$ cat src/rtl/psu_ucc_sweep.sv
// rtl/psu_ucc_sweep.sv - PSU instruction sequencer stepping unit-cell controllers over the unit-cell array
//
// Purpose:
//   Accepts one PSU instruction (opcode + per-PCU Pauli-change pair list), holds
//   it stable on opcode_running / pchop_list, and presents one sweep step per
//   downstream acceptance. Each step gives every UCC one unit-cell address.
//
// Ports:
//   clk, rst          clock, asynchronous active-high reset
//   start             instruction valid (sampled only when idle)
//   opcode_in         instruction opcode
//   pchop_in          per-PCU Pauli-change pairs
//   flush             synchronous abort of a running instruction
//   out_ready         downstream accepts the presented step
//   opcode_running    latched opcode
//   pchop_list        latched pair list
//   uc_counter        per-UCC unit-cell address, UCC i at [i*UCADDR_BW +: UCADDR_BW]
//   ucc_valid         per-UCC address valid
//   out_valid         a step is presented
//   busy              instruction in progress
//   done              one-cycle completion pulse

module psu_ucc_sweep #(
    parameter int NUM_UCROW  = 4,
    parameter int NUM_UCCOL  = 4,
    parameter int NUM_UCC    = 4,
    parameter int UCADDR_BW  = 4,
    parameter int NUM_PCU    = 8,
    parameter int OPCODE_BW  = 4,
    parameter int NOP_OPCODE = 0
) (
    input  logic                             clk,
    input  logic                             rst,
    input  logic                             start,
    input  logic [OPCODE_BW-1:0]             opcode_in,
    input  logic [NUM_PCU*2*OPCODE_BW-1:0]   pchop_in,
    input  logic                             flush,
    input  logic                             out_ready,
    output logic [OPCODE_BW-1:0]             opcode_running,
    output logic [NUM_PCU*2*OPCODE_BW-1:0]   pchop_list,
    output logic [NUM_UCC*UCADDR_BW-1:0]     uc_counter,
    output logic [NUM_UCC-1:0]               ucc_valid,
    output logic                             out_valid,
    output logic                             busy,
    output logic                             done
);

    localparam int NUM_UC   = NUM_UCROW * NUM_UCCOL;
    localparam int NUM_STEP = (NUM_UC + NUM_UCC - 1) / NUM_UCC;
    localparam int PCH_BW   = NUM_PCU * 2 * OPCODE_BW;

    localparam logic [UCADDR_BW-1:0] LAST_STEP = UCADDR_BW'(NUM_STEP - 1);
    // One extra bit so the last partial step's overflow addresses compare
    // correctly instead of wrapping into valid-looking cells.
    localparam logic [UCADDR_BW:0]   NUM_UC_W  = (UCADDR_BW + 1)'(NUM_UC);
    localparam logic [UCADDR_BW:0]   NUM_UCC_W = (UCADDR_BW + 1)'(NUM_UCC);
    localparam logic [OPCODE_BW-1:0] NOP_W     = OPCODE_BW'(NOP_OPCODE);

    typedef enum logic [1:0] {
        ST_IDLE  = 2'd0,
        ST_SWEEP = 2'd1,
        ST_DONE  = 2'd2
    } state_t;

    state_t                 state_q, state_d;
    logic [UCADDR_BW-1:0]   step_q, step_d;
    logic [OPCODE_BW-1:0]   opcode_q, opcode_d;
    logic [PCH_BW-1:0]      pchop_q, pchop_d;
    logic [UCADDR_BW:0]     addr;

    always_ff @(posedge clk or posedge rst) begin
        if (rst) begin
            state_q  <= ST_IDLE;
            step_q   <= '0;
            opcode_q <= '0;
            pchop_q  <= '0;
        end else begin
            state_q  <= state_d;
            step_q   <= step_d;
            opcode_q <= opcode_d;
            pchop_q  <= pchop_d;
        end
    end

    always_comb begin
        state_d  = state_q;
        step_d   = step_q;
        opcode_d = opcode_q;
        pchop_d  = pchop_q;
        unique case (state_q)
            ST_IDLE: begin
                if (start) begin
                    opcode_d = opcode_in;
                    pchop_d  = pchop_in;
                    step_d   = '0;
                    state_d  = (opcode_in == NOP_W) ? ST_DONE : ST_SWEEP;
                end
            end
            ST_SWEEP: begin
                if (flush) begin
                    state_d = ST_IDLE;
                    step_d  = '0;
                end else if (out_ready) begin
                    if (step_q == LAST_STEP) begin
                        state_d = ST_DONE;
                        step_d  = '0;
                    end else begin
                        step_d = step_q + 1'b1;
                    end
                end
            end
            ST_DONE: begin
                // Flush here also lands in IDLE; the pulse is already on the wire.
                state_d = ST_IDLE;
                step_d  = '0;
            end
            default: begin
                state_d = ST_IDLE;
                step_d  = '0;
            end
        endcase
    end

    always_comb begin
        uc_counter = '0;
        ucc_valid  = '0;
        addr       = '0;
        if (state_q == ST_SWEEP) begin
            for (int i = 0; i < NUM_UCC; i++) begin
                addr = ({1'b0, step_q} * NUM_UCC_W) + (UCADDR_BW + 1)'(i);
                if (addr < NUM_UC_W) begin
                    uc_counter[i*UCADDR_BW +: UCADDR_BW] = addr[UCADDR_BW-1:0];
                    ucc_valid[i] = 1'b1;
                end
            end
        end
    end

    assign opcode_running = opcode_q;
    assign pchop_list     = pchop_q;
    assign out_valid      = (state_q == ST_SWEEP);
    assign busy           = (state_q != ST_IDLE);
    assign done           = (state_q == ST_DONE);

endmodule

$ cat config.mk
export PLATFORM = sky130hd
export DESIGN_NAME = psu_ucc_sweep
export DESIGN_NICKNAME = d
export VERILOG_FILES = /design/src/rtl/psu_ucc_sweep.sv
export SDC_FILE = /design/constraint.sdc
export NUM_CORES = 1
export LEC_CHECK = 0
export BUFFER_PORTS_ARGS = -buffer_cell sky130_fd_sc_hd__buf_2
export CELL_PAD_IN_SITES_DETAIL_PLACEMENT = 1
export CELL_PAD_IN_SITES_GLOBAL_PLACEMENT = 2
export CORE_MARGIN = 2
export CORE_UTILIZATION = 30
export CTS_CLUSTER_SIZE = 12
export DETAILED_ROUTE_END_ITERATION = 16
export PLACE_DENSITY = 0.84
export REMOVE_ABC_BUFFERS = 1
export SETUP_SLACK_MARGIN = 0.05
export SLEW_MARGIN = 20
export SYNTH_ARGS = -nofsm -noshare
export SYNTH_HDL_FRONTEND = slang
export SYNTH_SLANG_ARGS = --single-unit
$ cat constraint.sdc
create_clock -name clk -period 5.1 [get_ports clk]
set_input_delay 0.765 -clock clk [delete_from_list [all_inputs] [get_ports clk]]
set_output_delay 0.765 -clock clk [all_outputs]
set_load 0.01 [all_outputs]
==> flow_metrics.env <==
export IMPL_status="finished, final reports clean"
export IMPL_gp_congestion=0.7123
export IMPL_cts_root_buf="clkbuf_8"
export IMPL_synth_area_um2=3052
export IMPL_core_area_um2=9819
export IMPL_drive_gt1_share_pct=68.98
export IMPL_grt_start_max_net_pins=41
export IMPL_cellPowerDensity_nw_per_um2=637.1
export IMPL_arrival_ns=1.85
export IMPL_slew_headroom_pct=36.33
export IMPL_areaGrowthSynthToFinish_pct=32.92
export IMPL_hpwl_um=5413
export IMPL_worstPathRequired_ns=4.34
export IMPL_insertion_delay_ns=0.34
export IMPL_ir_drop_v=0.0002267
export IMPL_syn_area_per_cell_um2=14.89
export IMPL_dieArea_um2=10990
export IMPL_drt_iter0_markers=32
export IMPL_dr_pass1_iters=2
export IMPL_wl_met2_um=3468
export IMPL_num_rows=36
export IMPL_crit_path_end_kind="output pin"
export IMPL_yosysWarningCount=0
export IMPL_fin_cells=494
export IMPL_wire_per_inst_um=14.61
export IMPL_clockBufferDepth=2
export IMPL_ios=164
export IMPL_detailroute_via_count=2188
export IMPL_grt_overflow=0
export IMPL_drc=0
export IMPL_setup_viol_count_final=0
export IMPL_die_height_um=104.9
export IMPL_critical_path_class="reg -> out"
export IMPL_finalCritPeriodShare_pct=51.31
export IMPL_routed_wl_met3_um=617
export IMPL_dp_slack_ns=2.324
export IMPL_worstMarginPinSlew_ns=0.9418
export IMPL_grtUsageTotal_pct=13.52
export IMPL_slew_violations=0
export IMPL_dpl_cell_count=478
export IMPL_start_kind="register"
export IMPL_initial_core_util_pct=31.08
export IMPL_numCtsBuffers=9
export IMPL_viasPerCell=4.429
export IMPL_path_clk_slew_ns=0.08
export IMPL_portBuffers=159
export IMPL_ctsHtreeMaxLevel=3
export IMPL_hp_class="reg -> reg"
export IMPL_synth_seq_cells=74
export IMPL_highest_layer="met4"
export IMPL_hold_buffers=0
export IMPL_tns_ns=0
export IMPL_die_w_um=104.9
export IMPL_final_nets=430
export IMPL_seq_area_frac_synth_pct=60.68
export IMPL_grt_pass1_vias=2291
export IMPL_synth_cells=205
export IMPL_numClockSinks=74
export IMPL_finalHoldViolations=0
export IMPL_utilization_pct=41.31
export IMPL_skew_ns=0.005639
export IMPL_postRouteAntennaNets=0
export IMPL_cts_resized=0
export IMPL_timing_fmax_mhz=382.1
export IMPL_diodes=0
export IMPL_routed_wl_um=7217
export IMPL_post_cts_setup_buffer_count=0
export IMPL_p_leak_uw=0.001989
export IMPL_antenna_found_initial=0
export IMPL_worstPathMaxFanout=10
export IMPL_fin_crit_ns=2.617
export IMPL_setup_ws_ns=2.483
export IMPL_wl_met1_um=3039
export IMPL_synth_distinct_cells=32
export IMPL_max_cap_viol_count=0
export IMPL_grt_setup_unrepaired="false"
export IMPL_grt_pass1_wl_um=11790
export IMPL_cts_tree="built"
==> logic make-up (layout without fill, tap and decap cells) <==
kind of cell / count (synthesis) / after routing / share of synthesized area [%]
other: 1 / 4 / 0.1229
AOI/OAI and AO/OA: 11 / 11 / 2.132
muxes: 69 / 69 / 25.42
and+or+nand+nor: 22 / 22 / 5.043
DFF: 74 / 74 / 60.68
buffers and inverters: 27 / 180 / 6.191
adders and majority gates: 1 / 1 / 0.4099
==> cells in the final DEF (no fill, tap or decap), types with 2 or more instances in the layout <==
| cell type | n |
|---|---|
| conb_1 | 4 |
| clkinvlp_4 | 3 |
| inv_1 | 2 |
| nand3_1 | 3 |
| nor3_1 | 2 |
| o21ai_0 | 6 |
| clkbuf_8 | 9 |
| dfrtp_1 | 74 |
| mux2_2 | 68 |
| buf_4 | 2 |
| buf_2 | 159 |
| nor4b_1 | 2 |
| and2_1 | 2 |
==> worst max-delay path: stages (launching register included) <==
cell,delay (ns)
dfrtp_1,0.44
inv_1,0.10
nor3_1,0.57
and2_1,0.27
buf_2,0.15
==> Yosys cell counts <==
library cell / number / share of area [%]
nor4b_1: 2 / 0.57
nand2_1: 1 / 0.12
o211ai_1: 1 / 0.25
a21oi_1: 1 / 0.16
and2b_2: 1 / 0.29
mux2_2: 68 / 25
buf_2: 4 / 0.66
or2_2: 1 / 0.21
nor2_4: 1 / 0.37
and2_1: 2 / 0.41
nor3_1: 2 / 0.33
nand3b_1: 1 / 0.25
nand3_1: 3 / 0.49
o21ai_0: 6 / 0.98
a211oi_1: 1 / 0.25
nand4b_1: 1 / 0.29
o21a_1: 1 / 0.25
buf_6: 2 / 0.74
or2_4: 1 / 0.29
nand2b_1: 1 / 0.21
conb_1: 1 / 0.12
buf_4: 18 / 4.4
or4_1: 1 / 0.25
and4b_1: 1 / 0.33
nor3b_1: 1 / 0.25
ha_1: 1 / 0.41
o31ai_1: 1 / 0.25
nor2_1: 1 / 0.12
mux2i_1: 1 / 0.33
or3b_1: 1 / 0.29
inv_1: 3 / 0.37
dfrtp_1: 74 / 61
==> sequential cells by signal, summed over array words and instances (netlist names) <==
register / count
step_q: 4
pchop_list: 64
state_q: 2
opcode_running: 4
==> where the power goes <==
part | switching [uW] | internal (uW) | total [uW]
combinational | 533 | 571 | 1100
sequential | 152 | 879 | 1030
clock | 222 | 227 | 449
total | 908 | 1680 | 2580
==> cell type report <==
class                           count  area, um2
Inverter                            3      11.26
Timing Repair Buffer              161      810.8
Tap cell                          133      166.4
Clock inverter                      6      66.31
Multi-Input combinational cell    107       1022
Clock buffer                       10      127.6
Fill cell                        1115       5763
Sequential cell                    74       1852
==> final timing paths <==
kind | start | endpoint | slack, ns | cells past startpoint
min reg2reg | opcode_running[1] | opcode_running[1] | 0.50 | 1
min | opcode_running[1] | opcode_running[1] | 0.50 | 1
max in group asynchronous | rst | pchop_list[58] | 3.55 | 3
max | state_q[0] | uc_counter[15] | 2.48 | 4
max reg2reg | state_q[1] | pchop_list[10] | 2.60 | 4
min in group asynchronous | rst | pchop_list[9] | 0.54 | 2
==> metal layers <==
| metal | track usage (%) | vias to the layer above |
|---|---|---|
| met4 | 5.714 | 0 |
| met3 | 4.803 | 8 |
| met2 | 21.43 | 97 |
| li1 | - | 1006 |
| met1 | 16.71 | 1077 |
| met5 | 0 | - |
==> metrics by stage <==
step | cell area [um2] | power (uW) | hold slack (ns)
finish | 4056 | 2584 | 0.5039
global route | 4056 | 2775 | 0.5217
CTS | 4056 | 2636 | 0.5083
detailed placement | 3862 | 2176 | 0.4911
global placement | 3862 | 2126 | 0.4843
floorplan | 2885 | 1680 | 0.5331
No activity file was read; power rests on OpenSTA's default activity.
